$ cat src/rtl/preamble_ctrl.sv
// preamble_ctrl: sequences the short- and long-preamble detectors of a
// receiver front end (IDLE -> SHORT -> LONG -> DECODE), generating their
// reset/enable controls, latching the short-preamble phase offset and
// reporting sync success or failure as single-cycle pulses.
module preamble_ctrl #(
  parameter int RESET_HOLD = 2
) (
  input  logic               clock,
  input  logic               reset,
  input  logic               enable,
  input  logic               sample_in_strobe,
  input  logic               power_trigger,
  input  logic               short_preamble_detected,
  input  logic signed [15:0] phase_offset_in,
  input  logic               long_preamble_detected,
  input  logic [31:0]        long_timeout,
  input  logic               decode_done,
  input  logic               abort,
  output logic               sync_short_reset,
  output logic               sync_short_enable,
  output logic               sync_long_reset,
  output logic               sync_long_enable,
  output logic signed [15:0] phase_offset,
  output logic               sync_ok,
  output logic               sync_fail,
  output logic [2:0]         state
);

  typedef enum logic [2:0] {
    ST_IDLE   = 3'd0,
    ST_SHORT  = 3'd1,
    ST_LONG   = 3'd2,
    ST_DECODE = 3'd3
  } state_t;

  localparam logic [3:0]  HOLD_INIT = 4'(RESET_HOLD);
  localparam logic [31:0] COUNT_MAX = 32'hFFFF_FFFF;

  state_t             state_q, state_d;
  logic [3:0]         hold_q, hold_d;
  logic [31:0]        count_q, count_d;
  logic signed [15:0] phase_d;
  logic               ok_d, fail_d;

  logic        hold_zero;
  logic        counted_strobe;
  logic [31:0] count_inc;

  assign hold_zero      = (hold_q == 4'd0);
  assign counted_strobe = hold_zero && sample_in_strobe;
  // Sample counter sticks at all-ones instead of wrapping.
  assign count_inc      = (count_q == COUNT_MAX) ? count_q : count_q + 32'd1;

  // Next-state, counter and latch logic; nothing advances without enable.
  always_comb begin
    // NOTE: every output of this block gets a default first so no path
    // leaves a variable unassigned, which would otherwise infer a latch.
    state_d = state_q;
    hold_d  = hold_q;
    count_d = count_q;
    phase_d = phase_offset;
    ok_d    = 1'b0;
    fail_d  = 1'b0;

    if (enable) begin
      if (abort) begin
        state_d = ST_IDLE;
        hold_d  = 4'd0;
      end else begin
        unique case (state_q)
          ST_IDLE: begin
            if (power_trigger) begin
              state_d = ST_SHORT;
              hold_d  = HOLD_INIT;
            end
          end
          ST_SHORT: begin
            // Accepted detection beats the loss-of-power exit.
            if (hold_zero && short_preamble_detected) begin
              phase_d = phase_offset_in;
              state_d = ST_LONG;
              hold_d  = HOLD_INIT;
              count_d = 32'd0;
            end else if (sample_in_strobe && !power_trigger) begin
              state_d = ST_IDLE;
              hold_d  = 4'd0;
            end else if (!hold_zero) begin
              hold_d = hold_q - 4'd1;
            end
          end
          ST_LONG: begin
            // Detection beats a timeout landing on the same strobe.
            if (hold_zero && long_preamble_detected) begin
              ok_d    = 1'b1;
              state_d = ST_DECODE;
            end else if (counted_strobe) begin
              count_d = count_inc;
              if ((long_timeout != 32'd0) && (count_inc == long_timeout)) begin
                fail_d  = 1'b1;
                state_d = ST_SHORT;
                hold_d  = HOLD_INIT;
              end
            end else if (!hold_zero) begin
              hold_d = hold_q - 4'd1;
            end
          end
          ST_DECODE: begin
            if (decode_done) begin
              state_d = ST_IDLE;
            end
          end
          default: begin
            state_d = ST_IDLE;
            hold_d  = 4'd0;
          end
        endcase
      end
    end
  end

  // Detector controls are decoded from the next state so they can be
  // registered alongside it.
  logic short_rst_d, short_en_d, long_rst_d, long_en_d;

  assign short_rst_d = (state_d == ST_IDLE) || ((state_d == ST_SHORT) && (hold_d != 4'd0));
  assign long_rst_d  = (state_d == ST_IDLE) || ((state_d == ST_LONG)  && (hold_d != 4'd0));
  assign short_en_d  = enable && (state_d == ST_SHORT) && (hold_d == 4'd0);
  assign long_en_d   = enable && (state_d == ST_LONG)  && (hold_d == 4'd0);

  // State, counters and all registered outputs with synchronous reset.
  always_ff @(posedge clock) begin
    // NOTE: sequential state uses non-blocking assignments so every
    // register samples values from before the edge.
    if (reset) begin
      state_q           <= ST_IDLE;
      hold_q            <= 4'd0;
      count_q           <= 32'd0;
      phase_offset      <= 16'sd0;
      sync_ok           <= 1'b0;
      sync_fail         <= 1'b0;
      sync_short_reset  <= 1'b1;
      sync_short_enable <= 1'b0;
      sync_long_reset   <= 1'b1;
      sync_long_enable  <= 1'b0;
    end else begin
      state_q           <= state_d;
      hold_q            <= hold_d;
      count_q           <= count_d;
      phase_offset      <= phase_d;
      sync_ok           <= ok_d;
      sync_fail         <= fail_d;
      sync_short_reset  <= short_rst_d;
      sync_short_enable <= short_en_d;
      sync_long_reset   <= long_rst_d;
      sync_long_enable  <= long_en_d;
    end
  end

  assign state = state_q;

endmodule

$ cat config.mk
export PLATFORM = sky130hd
export DESIGN_NAME = preamble_ctrl
export DESIGN_NICKNAME = d
export VERILOG_FILES = /design/src/rtl/preamble_ctrl.sv
export SDC_FILE = /design/constraint.sdc
export NUM_CORES = 1
export LEC_CHECK = 0
export CORE_ASPECT_RATIO = 1.4
export CORE_MARGIN = 2
export CORE_UTILIZATION = 41
export CTS_BUF_LIST = sky130_fd_sc_hd__clkbuf_4 sky130_fd_sc_hd__clkbuf_8
export CTS_CLUSTER_SIZE = 40
export DETAILED_ROUTE_END_ITERATION = 6
export DONT_BUFFER_PORTS = 1
export GPL_ROUTABILITY_DRIVEN = 0
export SETUP_SLACK_MARGIN = 0.4
export SYNTH_ARGS = -nofsm -noshare
export SYNTH_HDL_FRONTEND = slang
export SYNTH_SLANG_ARGS = --single-unit
$ cat constraint.sdc
create_clock -name clock -period 3.86 [get_ports clock]
set_input_delay 0.772 -clock clock [delete_from_list [all_inputs] [get_ports clock]]
set_output_delay 0.772 -clock clock [all_outputs]
set_load 0.02 [all_outputs]
==> results of run 1 <==
==> power by group <==
| part | leakage, uW | switching (uW) | internal, uW |
|---|---|---|---|
| clock | 0.000127 | 269 | 460 |
| combinational | 0.00121 | 67.0 | 47.4 |
| sequential | 0.000502 | 4.92 | 630 |
==> layout by cell type, fill, tap and decap left out, types with 14 or more instances in the layout <==
| cell | synthesis | routed |
|---|---|---|
| sky130_fd_sc_hd__nand3_1 | 23 | 21 |
| sky130_fd_sc_hd__o21ai_0 | 39 | 39 |
| sky130_fd_sc_hd__nor2_1 | 53 | 53 |
| sky130_fd_sc_hd__nor4_1 | 25 | 21 |
| sky130_fd_sc_hd__dfxtp_1 | 61 | 42 |
| sky130_fd_sc_hd__nor3_1 | 18 | 16 |
| sky130_fd_sc_hd__dfxtp_2 | 0 | 17 |
| sky130_fd_sc_hd__inv_1 | 15 | 15 |
| sky130_fd_sc_hd__nand4_1 | 23 | 23 |
| sky130_fd_sc_hd__a31oi_1 | 14 | 14 |
| sky130_fd_sc_hd__xnor2_1 | 34 | 33 |
| sky130_fd_sc_hd__buf_4 | 6 | 39 |
| sky130_fd_sc_hd__nand2_1 | 75 | 74 |
| sky130_fd_sc_hd__a21oi_1 | 64 | 63 |
==> through the flow <==
step	worst slack (ns)	util [%]	instance area [um2]
CTS	0.412	46.5	5520
global placement	0.120	43.8	5200
floorplan	0.611	-	5030
detailed placement	0.151	43.8	5200
global route	0.395	47.8	5670
finish	0.540	47.8	5670
==> final cells by class <==
type                            count  share of cell area (%)
Clock inverter                      4                    1.68
Sequential cell                    61                    22.0
Clock buffer                       12                    2.69
Timing Repair Buffer               39                    5.16
Multi-Input combinational cell    553                    64.2
Inverter                           15                   0.992
Tap cell                          147                    3.24
==> Yosys cell counts, drive strengths merged (4+ instances only) <==
master / n
and2: 7
a211oi: 8
o21ai: 40
a311oi: 8
or4: 9
nor4: 29
nor2: 54
and3: 7
nand4b: 5
a2111oi: 6
xnor2: 34
nor2b: 4
or2: 4
clkbuf: 30
a21oi: 64
nor3b: 7
nor4b: 4
and4: 10
xor2: 12
nand3b: 6
nor3: 18
nand2b: 9
buf: 22
nand2: 75
inv: 15
dfxtp: 61
a31oi: 14
or3: 7
nand4: 27
nand3: 25
==> state kept, by name, indices dropped and copies added (netlist names) <==
name               cells
sync_long_enable       1
count_q               32
sync_fail              1
hold_q                 4
phase_offset          16
sync_short_enable      1
sync_ok                1
sync_short_reset       1
state                  3
sync_long_reset        1
==> worst reg2reg max path: stages, from the launching register on <==
cell,delay (ns)
sky130_fd_sc_hd__dfxtp_1,0.56
sky130_fd_sc_hd__and4_1,0.41
sky130_fd_sc_hd__nand4_1,0.25
sky130_fd_sc_hd__a311oi_4,0.41
sky130_fd_sc_hd__xnor2_1,0.19
sky130_fd_sc_hd__o21bai_1,0.18
sky130_fd_sc_hd__or4_1,0.53
sky130_fd_sc_hd__and4b_1,0.31
sky130_fd_sc_hd__o211ai_1,0.13
sky130_fd_sc_hd__nor4_2,0.27
==> final timing paths <==
kind	to	slack (ns)
setup reg to reg	sync_long_enable$_SDFF_PP0_	0.54
setup / recovery	sync_long_enable$_SDFF_PP0_	0.54
hold reg to reg	count_q[16]$_SDFFE_PP0P_	0.51
hold / removal	state[1]$_SDFF_PP0_	0.47
==> timing repair <==
item / CTS / global route
endpoints found under the setup margin: 6 / 6
pin swaps: 2 / 2
hold buffers: 0 / 0
gates resized for setup: 11 / 37
buffers inserted: 4 / 4
==> logic make-up after synthesis <==
| kind of cell | Yosys count | share of synthesized area [%] |
|---|---|---|
| mux | 5 | 1.04 |
| xor+xnor | 46 | 8.01 |
| buf+inv | 67 | 6.09 |
| flops | 61 | 24.3 |
| fa+ha+maj | 2 | 0.497 |
| simple gates | 312 | 35.2 |
| compound gates | 188 | 24.9 |
==> metal layers <==
metal | part of all wire [%] | GRT usage, % | routed length [um] | vias to the layer above
met5 | 0 | 0 | 0 | -
met4 | 7.7 | 18.8 | 1400 | 0
met3 | 9.0 | 7.51 | 1630 | 96
met2 | 47 | 45.7 | 8580 | 332
met1 | 36 | 30.0 | 6530 | 2598
li1 | - | - | - | 2546
==> summary.txt, run 1 <==
STA
--------------------------------------------------------------------------------
Part of the cycle the worst path needs ............................        86.0%
Post-route worst hold slack .......................................     0.474 ns
Unrepaired setup endpoints after global routing ...................        false
Transition time at the pin with the least slew margin .............     0.846 ns
Fmax ..............................................................      301 MHz
Max Transition Viols Final ........................................            0
Worst relative slew slack .........................................        43.4%
Final Skew ........................................................    0.0146 ns
Hold Violations, Final ............................................            0
Total Neg Setup Slack .............................................         0 ns
Setup-violating endpoint count in the final report ................            0
Tmin final ........................................................      3.32 ns

SETUP PATH
--------------------------------------------------------------------------------
Worst path buffer plus inverter count .............................            0
Type of the worst setup path ...................................... register to register
Gate family responsible for the most delay along the worst path ... simple AND/OR/NAND/NOR gates
Setup crit end kind ...............................................     register
Largest incremental delay on the critical path ....................      0.56 ns
Maximum fanout encountered on the critical timing path ............            9
R2R Path Start .................................................... count_q[4]$_SDFFE_PP0P_
Required time at the worst-slack endpoint .........................      4.14 ns
Worst path cell trace ............................................. and4_1 > nand4_1 > a311oi_4 > xnor2_1 > o21bai_1 > or4_1 > and4b_1 > o211ai_1 > nor4_2
Data arrival, critical path .......................................      3.60 ns
Slowest stage cell, crit path ..................................... sky130_fd_sc_hd__dfxtp_1
Worst path depth ..................................................            9
CP Launch Point ................................................... count_q[4]$_SDFFE_PP0P_
Launching element type of the critical path .......................     register
Worst Reg-to-Reg Cells ............................................            9

CLOCK NETWORK
--------------------------------------------------------------------------------
Reg clk slew, reported paths ......................................      0.08 ns
Total number of clock tree sinks ..................................           61
Number of buffers between clock root and the deepest sink .........            2
H-Tree Depth ......................................................            3
Number of buffers created by CTS ..................................            9
Clk_lat worst skew ................................................      0.37 ns
Root cell of the clock tree ....................................... sky130_fd_sc_hd__clkbuf_8
Clock tree from TritonCTS .........................................          yes

DETAILED ROUTING
--------------------------------------------------------------------------------
Violation count after the first detailed-route iteration ..........          417
Routed via count divided by cell count ............................         6.71
Number of vias after detailed routing .............................         5572
Wire length reported by the detailed router .......................      18.1 mm
Number of detailed-routing iterations run before antenna repair ...            6
Number of DRC violations after detailed routing ...................            0
Detail-routed net length per standard cell ........................      21.8 um
Remaining antenna violation count .................................            0

GRT
--------------------------------------------------------------------------------
Global route overflow .............................................            0
First-pass GRT wire length ........................................      28.4 mm
Overall routing resource usage ....................................        27.3%
Number of global-route vias before repair .........................         5247
Largest net degree at the start of global routing .................           59
Number of antenna violations at the first check in global routing .            0

HOLD PATH
--------------------------------------------------------------------------------
Min-delay worst type .............................................. input pin to register
Startpoint of the tightest hold check path ........................        reset
Cell count of the worst hold path .................................            1

LAYOUT
--------------------------------------------------------------------------------
Net total in the final layout .....................................          738
Area of the multi-input gates .....................................     3640 um2
Number of standard cells in the layout, taps in and fillers out ...          831
Fraction of final layout cells with drive strength greater than 1 .        18.1%
Number of antenna diodes ..........................................            0
Area Overhead vs Synth ............................................        12.8%
Total area of sequential cells ....................................     1250 um2
Count of fill cells added during filler insertion .................         1184

SYNTH
--------------------------------------------------------------------------------
Post-synthesis async set-or-reset flop share ......................           0%
FF+latch count, synth .............................................           61
Number of nets produced by synthesis ..............................          740
Top cells by area, synth .......................................... sky130_fd_sc_hd__dfxtp_1, sky130_fd_sc_hd__a21oi_1, sky130_fd_sc_hd__xnor2_1
Fraction of post-synthesis cell area in the top cell type by area .        24.3%
Number of distinct library cells after synthesis ..................           85
Post-synthesis cell area ..........................................     5030 um2
Average cell area after synthesis .................................     7.39 um2
Count of flip-flops with a built-in enable after synthesis ........            0
Proportion of synthesized chip area in sequential cells ...........        24.3%
Top FF cell, synth ................................................ sky130_fd_sc_hd__dfxtp_1
Number of synthesis warnings ......................................            0
Cell type contributing the most total cell area after synthesis ... sky130_fd_sc_hd__dfxtp_1
Instance count of the mapped netlist ..............................          681

POWER
--------------------------------------------------------------------------------
Leakage power .....................................................   0.00184 uW
Total chip power ..................................................      1480 uW
Power per Cell Area ...............................................   261 nW/um2
IR drop worst, VDD ................................................       167 uV

STATUS
--------------------------------------------------------------------------------
Result of the run ................................................. finished clean

DIE
--------------------------------------------------------------------------------
Effective utilization at floorplan ................................        42.4%
Core area .........................................................    11900 um2
Die outline width .................................................      97.6 um
Placement Rows ....................................................           47
Die span in y .....................................................       135 um
Area of the die ...................................................    13200 um2
I/O pin cnt .......................................................           82

PLACEMENT
--------------------------------------------------------------------------------
DPL Wire Length ...................................................      13.3 mm
DP Cell Count .....................................................          807
Count of buffers inserted at the top-level ports ..................            0

RUN
--------------------------------------------------------------------------------
Max Cap Viol ......................................................            0

No activity file was read; power rests on OpenSTA's default activity.
==> run 2: changes to the inputs <==
Settings changed: PLACE_DENSITY set to 0.64.
==> summary.txt, run 2 (synthesized netlist as in run 1, its figures left out) <==
POWER
--------------------------------------------------------------------------------
Combinational share of power ......................................         8.2%
Switching Fraction ................................................        27.1%
Total chip power ..................................................      1340 uW
Switching component of the power ..................................       363 uW
IR drop worst, VDD ................................................       157 uV
Part of the total power dissipated in the clock network ...........        44.4%
Internal power contribution .......................................       977 uW
Relative contribution of sequential cells to total power ..........        47.3%
Power per Cell Area ...............................................   240 nW/um2
Leakage power .....................................................   0.00176 uW

STA
--------------------------------------------------------------------------------
Transition time at the pin with the least slew margin .............      1.03 ns
Post-route worst hold slack .......................................     0.465 ns
Setup-violating endpoint count in the final report ................            0
Final Skew ........................................................    0.0119 ns
Tmin final ........................................................      3.36 ns
Worst relative slew slack .........................................        31.2%
Part of the cycle the worst path needs ............................        86.9%
Total Neg Setup Slack .............................................         0 ns
Hold Violations, Final ............................................            0
Max Transition Viols Final ........................................            0
Fmax ..............................................................      298 MHz
Unrepaired setup endpoints after global routing ...................        false

DETAILED ROUTING
--------------------------------------------------------------------------------
Number of DRC violations after detailed routing ...................            0
Wire length reported by the detailed router .......................      18.3 mm
Violation count after the first detailed-route iteration ..........          916
Number of detailed-routing iterations run before antenna repair ...            6
Number of vias after detailed routing .............................         5610
Remaining antenna violation count .................................            0
Detail-routed net length per standard cell ........................      22.2 um
Routed via count divided by cell count ............................         6.80

PLACEMENT
--------------------------------------------------------------------------------
DP Cell Count .....................................................          806
DPL Wire Length ...................................................      13.4 mm
Count of buffers inserted at the top-level ports ..................            0

CLOCK NETWORK
--------------------------------------------------------------------------------
Clk_lat worst skew ................................................      0.37 ns
Total number of clock tree sinks ..................................           61
Root cell of the clock tree ....................................... sky130_fd_sc_hd__clkbuf_8
Reg clk slew, reported paths ......................................      0.08 ns
Total of hold buffers inserted after clock tree synthesis .........            0
H-Tree Depth ......................................................            3
Clock tree from TritonCTS .........................................          yes
Number of buffers between clock root and the deepest sink .........            2
Number of buffers created by CTS ..................................            9

DIE
--------------------------------------------------------------------------------
Area of the die ...................................................    13200 um2
Die span in y .....................................................       135 um
Effective utilization at floorplan ................................        42.4%
Die outline width .................................................      97.6 um
Core area .........................................................    11900 um2
I/O pin cnt .......................................................           82
Placement Rows ....................................................           47

SETUP PATH
--------------------------------------------------------------------------------
Type of the worst setup path ...................................... register to register
Data arrival, critical path .......................................      3.63 ns
Launching element type of the critical path .......................     register
Maximum fanout encountered on the critical timing path ............            8
Setup crit end kind ...............................................     register
FF-to-FF setup slack ..............................................      0.50 ns
Required time at the worst-slack endpoint .........................      4.13 ns

GRT
--------------------------------------------------------------------------------
Overall routing resource usage ....................................        26.6%
First-pass GRT wire length ........................................      27.8 mm
Number of antenna violations at the first check in global routing .            0
Number of global-route vias before repair .........................         5332
Largest net degree at the start of global routing .................           59
Global route overflow .............................................            0

LAYOUT
--------------------------------------------------------------------------------
Top library cells by usage in the layout, fill and taps aside ..... sky130_fd_sc_hd__nand2_1, sky130_fd_sc_hd__a21oi_1, sky130_fd_sc_hd__nor2_1
Area Overhead vs Synth ............................................        10.8%
Number of antenna diodes ..........................................            0
Max FFs per register ..............................................           32
Largest registers ................................................. count_q: 32 flops, phase_offset: 16 flops, hold_q: 4 flops
Leading cell type in the layout, fill and taps excluded ........... sky130_fd_sc_hd__nand2_1
Reg with most FFs .................................................      count_q
Fraction of final layout cells with drive strength greater than 1 .        17.8%
Net total in the final layout .....................................          732
Number of standard cells in the layout, taps in and fillers out ...          825

RUN
--------------------------------------------------------------------------------
Max Cap Viol ......................................................            0

HOLD PATH
--------------------------------------------------------------------------------
Min-delay worst type .............................................. input pin to register

STATUS
--------------------------------------------------------------------------------
Result of the run ................................................. finished clean

run 2: changes by cell type in the layout (fill, tap and decap cells not counted), sizes merged:
cell and change:
inv +2, clkinv +2, bufinv -2, clkbuf -3, clkinvlp +1, buf -6
run 2: worst paths after layout:
check,from,to,depth (start not counted)
setup reg to reg,count_q[19]$_SDFFE_PP0P_,sync_long_enable$_SDFF_PP0_,9
hold / removal,reset,count_q[19]$_SDFFE_PP0P_,1
setup / recovery,count_q[19]$_SDFFE_PP0P_,sync_long_enable$_SDFF_PP0_,9
hold reg to reg,count_q[31]$_SDFFE_PP0P_,count_q[31]$_SDFFE_PP0P_,2
run 2: per-stage QoR:
step	instance area (um2)	utilization (%)	setup slack [ns]
floorplan	5030	-	0.611
global placement	5190	43.7	0.265
detailed placement	5190	43.7	0.224
CTS	5450	45.9	0.404
global route	5580	46.9	0.410
finish	5580	46.9	0.504
run 2: layer usage:
layer | vias to the layer above | global-route usage [%] | wire length (um)
li1 | 2547 | - | -
met3 | 110 | 5.80 | 1720
met5 | - | 0 | 0
met4 | 0 | 18.2 | 1280
met2 | 364 | 45.2 | 8840
met1 | 2589 | 29.5 | 6510
run 2: power groups by stage:
stage / clock, uW / combinational, uW / sequential [uW]
2_1_floorplan: 0 / 90.4 / 650
4_1_cts: 606 / 106 / 636
5_1_grt: 637 / 119 / 635
3_3_place_gp: 0 / 103 / 651
3_5_place_dp: 0 / 105 / 651
6_report: 596 / 110 / 635
run 2: cell type report:
| class | instances | area, um2 |
|---|---|---|
| clock buffers | 9 | 124 |
| fillers | 1197 | 6300 |
| well taps | 147 | 184 |
| flip-flops and latches | 61 | 1250 |
| clock inverters | 7 | 73.8 |
| inverters | 15 | 56.3 |
| multi-input cells | 553 | 3630 |
| repair buffers | 33 | 248 |
run 2: what timing repair did:
item                       in CTS  in global routing
buffers inserted                0                  3
resized for setup              18                 32
setup endpoints to repair       6                  6
hold endpoints to repair        0                  0
pin swaps                       0                  4
run 2: critical path: stages, from the launching register on:
cell	delay, ns
sky130_fd_sc_hd__dfxtp_2	0.45
sky130_fd_sc_hd__nand4_4	0.22
sky130_fd_sc_hd__or4_4	0.64
sky130_fd_sc_hd__o31ai_2	0.39
sky130_fd_sc_hd__and3_1	0.29
sky130_fd_sc_hd__o21ai_0	0.09
sky130_fd_sc_hd__or4_1	0.46
sky130_fd_sc_hd__and4b_1	0.32
sky130_fd_sc_hd__o211ai_1	0.13
sky130_fd_sc_hd__nor4_2	0.27
==> run 3: changes to the inputs <==
--- a/config.mk
+++ b/config.mk
@@ -7,2 +7,3 @@
 export LEC_CHECK = 0
+export ABC_AREA = 1
 export CORE_ASPECT_RATIO = 1.4
--- a/constraint.sdc
+++ b/constraint.sdc
@@ -3,2 +3,2 @@
 set_output_delay 0.772 -clock clock [all_outputs]
-set_load 0.02 [all_outputs]
+set_load 0.05 [all_outputs]
==> summary.txt, run 3 <==
STA
--------------------------------------------------------------------------------
Fmax ..............................................................      327 MHz
Worst setup margin ................................................     0.805 ns
Worst relative slew slack .........................................        57.4%
Part of the cycle the worst path needs ............................        79.1%
Setup-violating endpoint count in the final report ................            0
Final Skew ........................................................    0.0181 ns
Max Transition Viols Final ........................................            0
Hold Violations, Final ............................................            0
Tmin final ........................................................      3.05 ns
Total Neg Setup Slack .............................................         0 ns
Post-route worst hold slack .......................................     0.483 ns
Transition time at the pin with the least slew margin .............     0.638 ns
Unrepaired setup endpoints after global routing ...................        false

POWER
--------------------------------------------------------------------------------
Combinational share of power ......................................         6.6%
Switching component of the power ..................................       360 uW
Power per Cell Area ...............................................   266 nW/um2
Internal power contribution .......................................       958 uW
Switching Fraction ................................................        27.3%
Relative contribution of sequential cells to total power ..........        49.2%
Part of the total power dissipated in the clock network ...........        44.2%
Leakage power .....................................................   0.00226 uW
IR drop worst, VDD ................................................       308 uV

CLOCK NETWORK
--------------------------------------------------------------------------------
Clk_lat worst skew ................................................      0.36 ns
Root cell of the clock tree ....................................... sky130_fd_sc_hd__clkbuf_8
Number of buffers between clock root and the deepest sink .........            2
Number of buffers created by CTS ..................................            9
H-Tree Depth ......................................................            3
Reg clk slew, reported paths ......................................      0.08 ns
Clock tree from TritonCTS .........................................          yes
Total number of clock tree sinks ..................................           61
Total of hold buffers inserted after clock tree synthesis .........            0

SETUP PATH
--------------------------------------------------------------------------------
Launching element type of the critical path .......................     register
Maximum fanout encountered on the critical timing path ............           55
Required time at the worst-slack endpoint .........................      4.16 ns
Worst Reg-to-Reg Cells ............................................           23
Setup crit end kind ...............................................     register
Data arrival, critical path .......................................      3.36 ns
Type of the worst setup path ...................................... register to register

DIE
--------------------------------------------------------------------------------
I/O pin cnt .......................................................           82
Die outline width .................................................      93.7 um
Core area .........................................................    10900 um2
Area of the die ...................................................    12100 um2
Effective utilization at floorplan ................................        42.3%
Die span in y .....................................................       130 um
Placement Rows ....................................................           45

LAYOUT
--------------------------------------------------------------------------------
Largest registers ................................................. count_q: 32 flops, phase_offset: 16 flops, hold_q: 4 flops
Number of antenna diodes ..........................................            0
Top library cells by usage in the layout, fill and taps aside ..... sky130_fd_sc_hd__nand2_1, sky130_fd_sc_hd__nor2_1, sky130_fd_sc_hd__inv_1
Max FFs per register ..............................................           32
Net total in the final layout .....................................          901
Leading cell type in the layout, fill and taps excluded ........... sky130_fd_sc_hd__nand2_1
Fraction of final layout cells with drive strength greater than 1 .        4.60%
Reg with most FFs .................................................      count_q
Final std cell area, no fill ......................................     4950 um2
Count of fill cells added during filler insertion .................         1255
Area Overhead vs Synth ............................................        7.12%
Post-route core utilization .......................................        45.3%

GRT
--------------------------------------------------------------------------------
Largest net degree at the start of global routing .................           56
First-pass GRT wire length ........................................      23.4 mm
Number of global-route vias before repair .........................         4835
Global route overflow .............................................            0
Overall routing resource usage ....................................        25.2%
Number of antenna violations at the first check in global routing .            0

SYNTH
--------------------------------------------------------------------------------
Top cell types by occurrence after synthesis ...................... sky130_fd_sc_hd__nand2_1, sky130_fd_sc_hd__nor2_1, sky130_fd_sc_hd__inv_1
Top FF cell, synth ................................................ sky130_fd_sc_hd__dfxtp_1
Post-synthesis async set-or-reset flop share ......................           0%
Dominant combinational cell family by area after synthesis ........ simple AND/OR/NAND/NOR gates
Xor and xnor area share after synthesis ...........................        2.09%
Area share of and/or/nand/nor cells after synthesis ...............        52.0%
Cell type contributing the most total cell area after synthesis ... sky130_fd_sc_hd__dfxtp_1
Leading cell type by number of instances after synthesis .......... sky130_fd_sc_hd__nand2_1
Area fraction in compound gates after synthesis ...................        8.50%
Number of distinct library cells after synthesis ..................           35
Number of synthesis warnings ......................................            0
Top cells by area, synth .......................................... sky130_fd_sc_hd__dfxtp_1, sky130_fd_sc_hd__nand2_1, sky130_fd_sc_hd__nor2_1
Instance count of the mapped netlist ..............................          844
FF+latch count, synth .............................................           61
Post-synthesis cell area ..........................................     4620 um2
Area share of fa/ha/maj cells after synthesis .....................       0.542%
Number of nets produced by synthesis ..............................          903
Proportion of synthesized chip area in sequential cells ...........        26.4%
Count of flip-flops with a built-in enable after synthesis ........            0
Multiplexer fraction of the synthesized cell area .................           0%
Average cell area after synthesis .................................     5.47 um2
Fraction of post-synthesis cell area in the top cell type by area .        26.4%

DETAILED ROUTING
--------------------------------------------------------------------------------
Number of vias after detailed routing .............................         5099
Detail-routed net length per standard cell ........................      15.0 um
Number of DRC violations after detailed routing ...................            0
Violation count after the first detailed-route iteration ..........          309
Remaining antenna violation count .................................            0
Routed via count divided by cell count ............................         5.16
Number of detailed-routing iterations run before antenna repair ...            5
Wire length reported by the detailed router .......................      14.8 mm

PLACEMENT
--------------------------------------------------------------------------------
Count of buffers inserted at the top-level ports ..................            0
Standard cell area after detailed placement .......................     4750 um2
Placement Setup Slack .............................................     0.568 ns
DPL Wire Length ...................................................      11.7 mm

STATUS
--------------------------------------------------------------------------------
Result of the run ................................................. finished clean

RUN
--------------------------------------------------------------------------------
Max Cap Viol ......................................................            0

HOLD PATH
--------------------------------------------------------------------------------
Min-delay worst type .............................................. input pin to register
Cell count of the worst hold path .................................            1

==> run 3: cell count changes in the layout (fill, tap and decap cells not counted), sizes merged, moves of 17 or more <==
cell,previous run,this run
nor2,54,152
buf,33,6
nand2,75,318
nand4,27,9
nor4,29,3
o21ai,40,23
xnor2,34,3
nand3,25,75
inv,17,102
a21oi,64,41
==> run 3: worst max-delay path, cell delays in order, from the launching register on <==
cell,delay [ns]
sky130_fd_sc_hd__dfxtp_2,0.43
sky130_fd_sc_hd__ha_2,0.27
sky130_fd_sc_hd__inv_2,0.07
sky130_fd_sc_hd__nor2_4,0.19
sky130_fd_sc_hd__nand2_4,0.10
sky130_fd_sc_hd__nor2_8,0.19
sky130_fd_sc_hd__nand2_8,0.21
sky130_fd_sc_hd__nand2_1,0.16
sky130_fd_sc_hd__nand2_1,0.08
sky130_fd_sc_hd__nand2_1,0.08
sky130_fd_sc_hd__nand3_1,0.07
sky130_fd_sc_hd__nor2_1,0.09
sky130_fd_sc_hd__nand2_1,0.06
sky130_fd_sc_hd__nor2_1,0.09
sky130_fd_sc_hd__nand2_1,0.10
sky130_fd_sc_hd__nor2_1,0.14
sky130_fd_sc_hd__nand3_1,0.08
sky130_fd_sc_hd__nand2_1,0.07
sky130_fd_sc_hd__nand2_1,0.07
sky130_fd_sc_hd__nand2_1,0.09
sky130_fd_sc_hd__nand2_1,0.07
sky130_fd_sc_hd__nand2_1,0.09
sky130_fd_sc_hd__nand3_2,0.09
sky130_fd_sc_hd__nand2_1,0.07
==> run 3: area by class of cell <==
type / instances / area, um2 / share of cell area (%)
Clock buffer: 9 / 124 / 2.50
Inverter: 102 / 383 / 7.74
Tap cell: 141 / 176 / 3.57
Multi-Input combinational cell: 662 / 2930 / 59.2
Sequential cell: 61 / 1220 / 24.7
Clock inverter: 7 / 66.3 / 1.34
Timing Repair Buffer: 6 / 45.0 / 0.910
==> run 3: timing repair <==
item / CTS / global route
setup endpoints to repair: 0 / 8
setup buffers: 0 / 0
resized for setup: 0 / 3
==> run 3: power groups by stage <==
stage	sequential (uW)	combinational (uW)	clock, uW
2_1_floorplan	662	73.8	0
3_5_place_dp	663	86.7	0
6_report	648	87.6	582
5_1_grt	648	100	618
4_1_cts	648	87.0	596
3_3_place_gp	663	87.1	0
==> run 3: cells by family (layout without fill, tap and decap cells) <==
| kind of cell | Yosys count | count (layout) |
|---|---|---|
| flops | 61 | 61 |
| compound gates | 73 | 73 |
| fa+ha+maj | 2 | 2 |
| simple gates | 576 | 576 |
| xor+xnor | 11 | 11 |
| buf+inv | 121 | 124 |
==> run 3: through the flow <==
stage          cells  total power, uW
6_report         988             1320
5_1_grt          988             1370
4_1_cts          988             1330
3_5_place_dp     972              749
3_3_place_gp     972              750
2_1_floorplan    844              736
==> run 3: routing by layer <==
| metal | vias up | wire, um | GRT usage, % |
|---|---|---|---|
| li1 | 2629 | - | - |
| met4 | 0 | 865 | 16.5 |
| met5 | - | 0 | 0 |
| met1 | 2248 | 5870 | 27.5 |
| met3 | 48 | 833 | 4.30 |
| met2 | 174 | 7270 | 44.3 |
==> run 3: final timing paths <==
path,slack [ns],from,endpoint
min reg2reg,0.51,count_q[11]$_SDFFE_PP0P_,count_q[11]$_SDFFE_PP0P_
max,0.81,count_q[0]$_SDFFE_PP0P_,sync_long_reset$_SDFF_PP1_
max reg2reg,0.81,count_q[0]$_SDFFE_PP0P_,sync_long_reset$_SDFF_PP1_
min,0.48,reset,hold_q[2]$_SDFF_PP0_
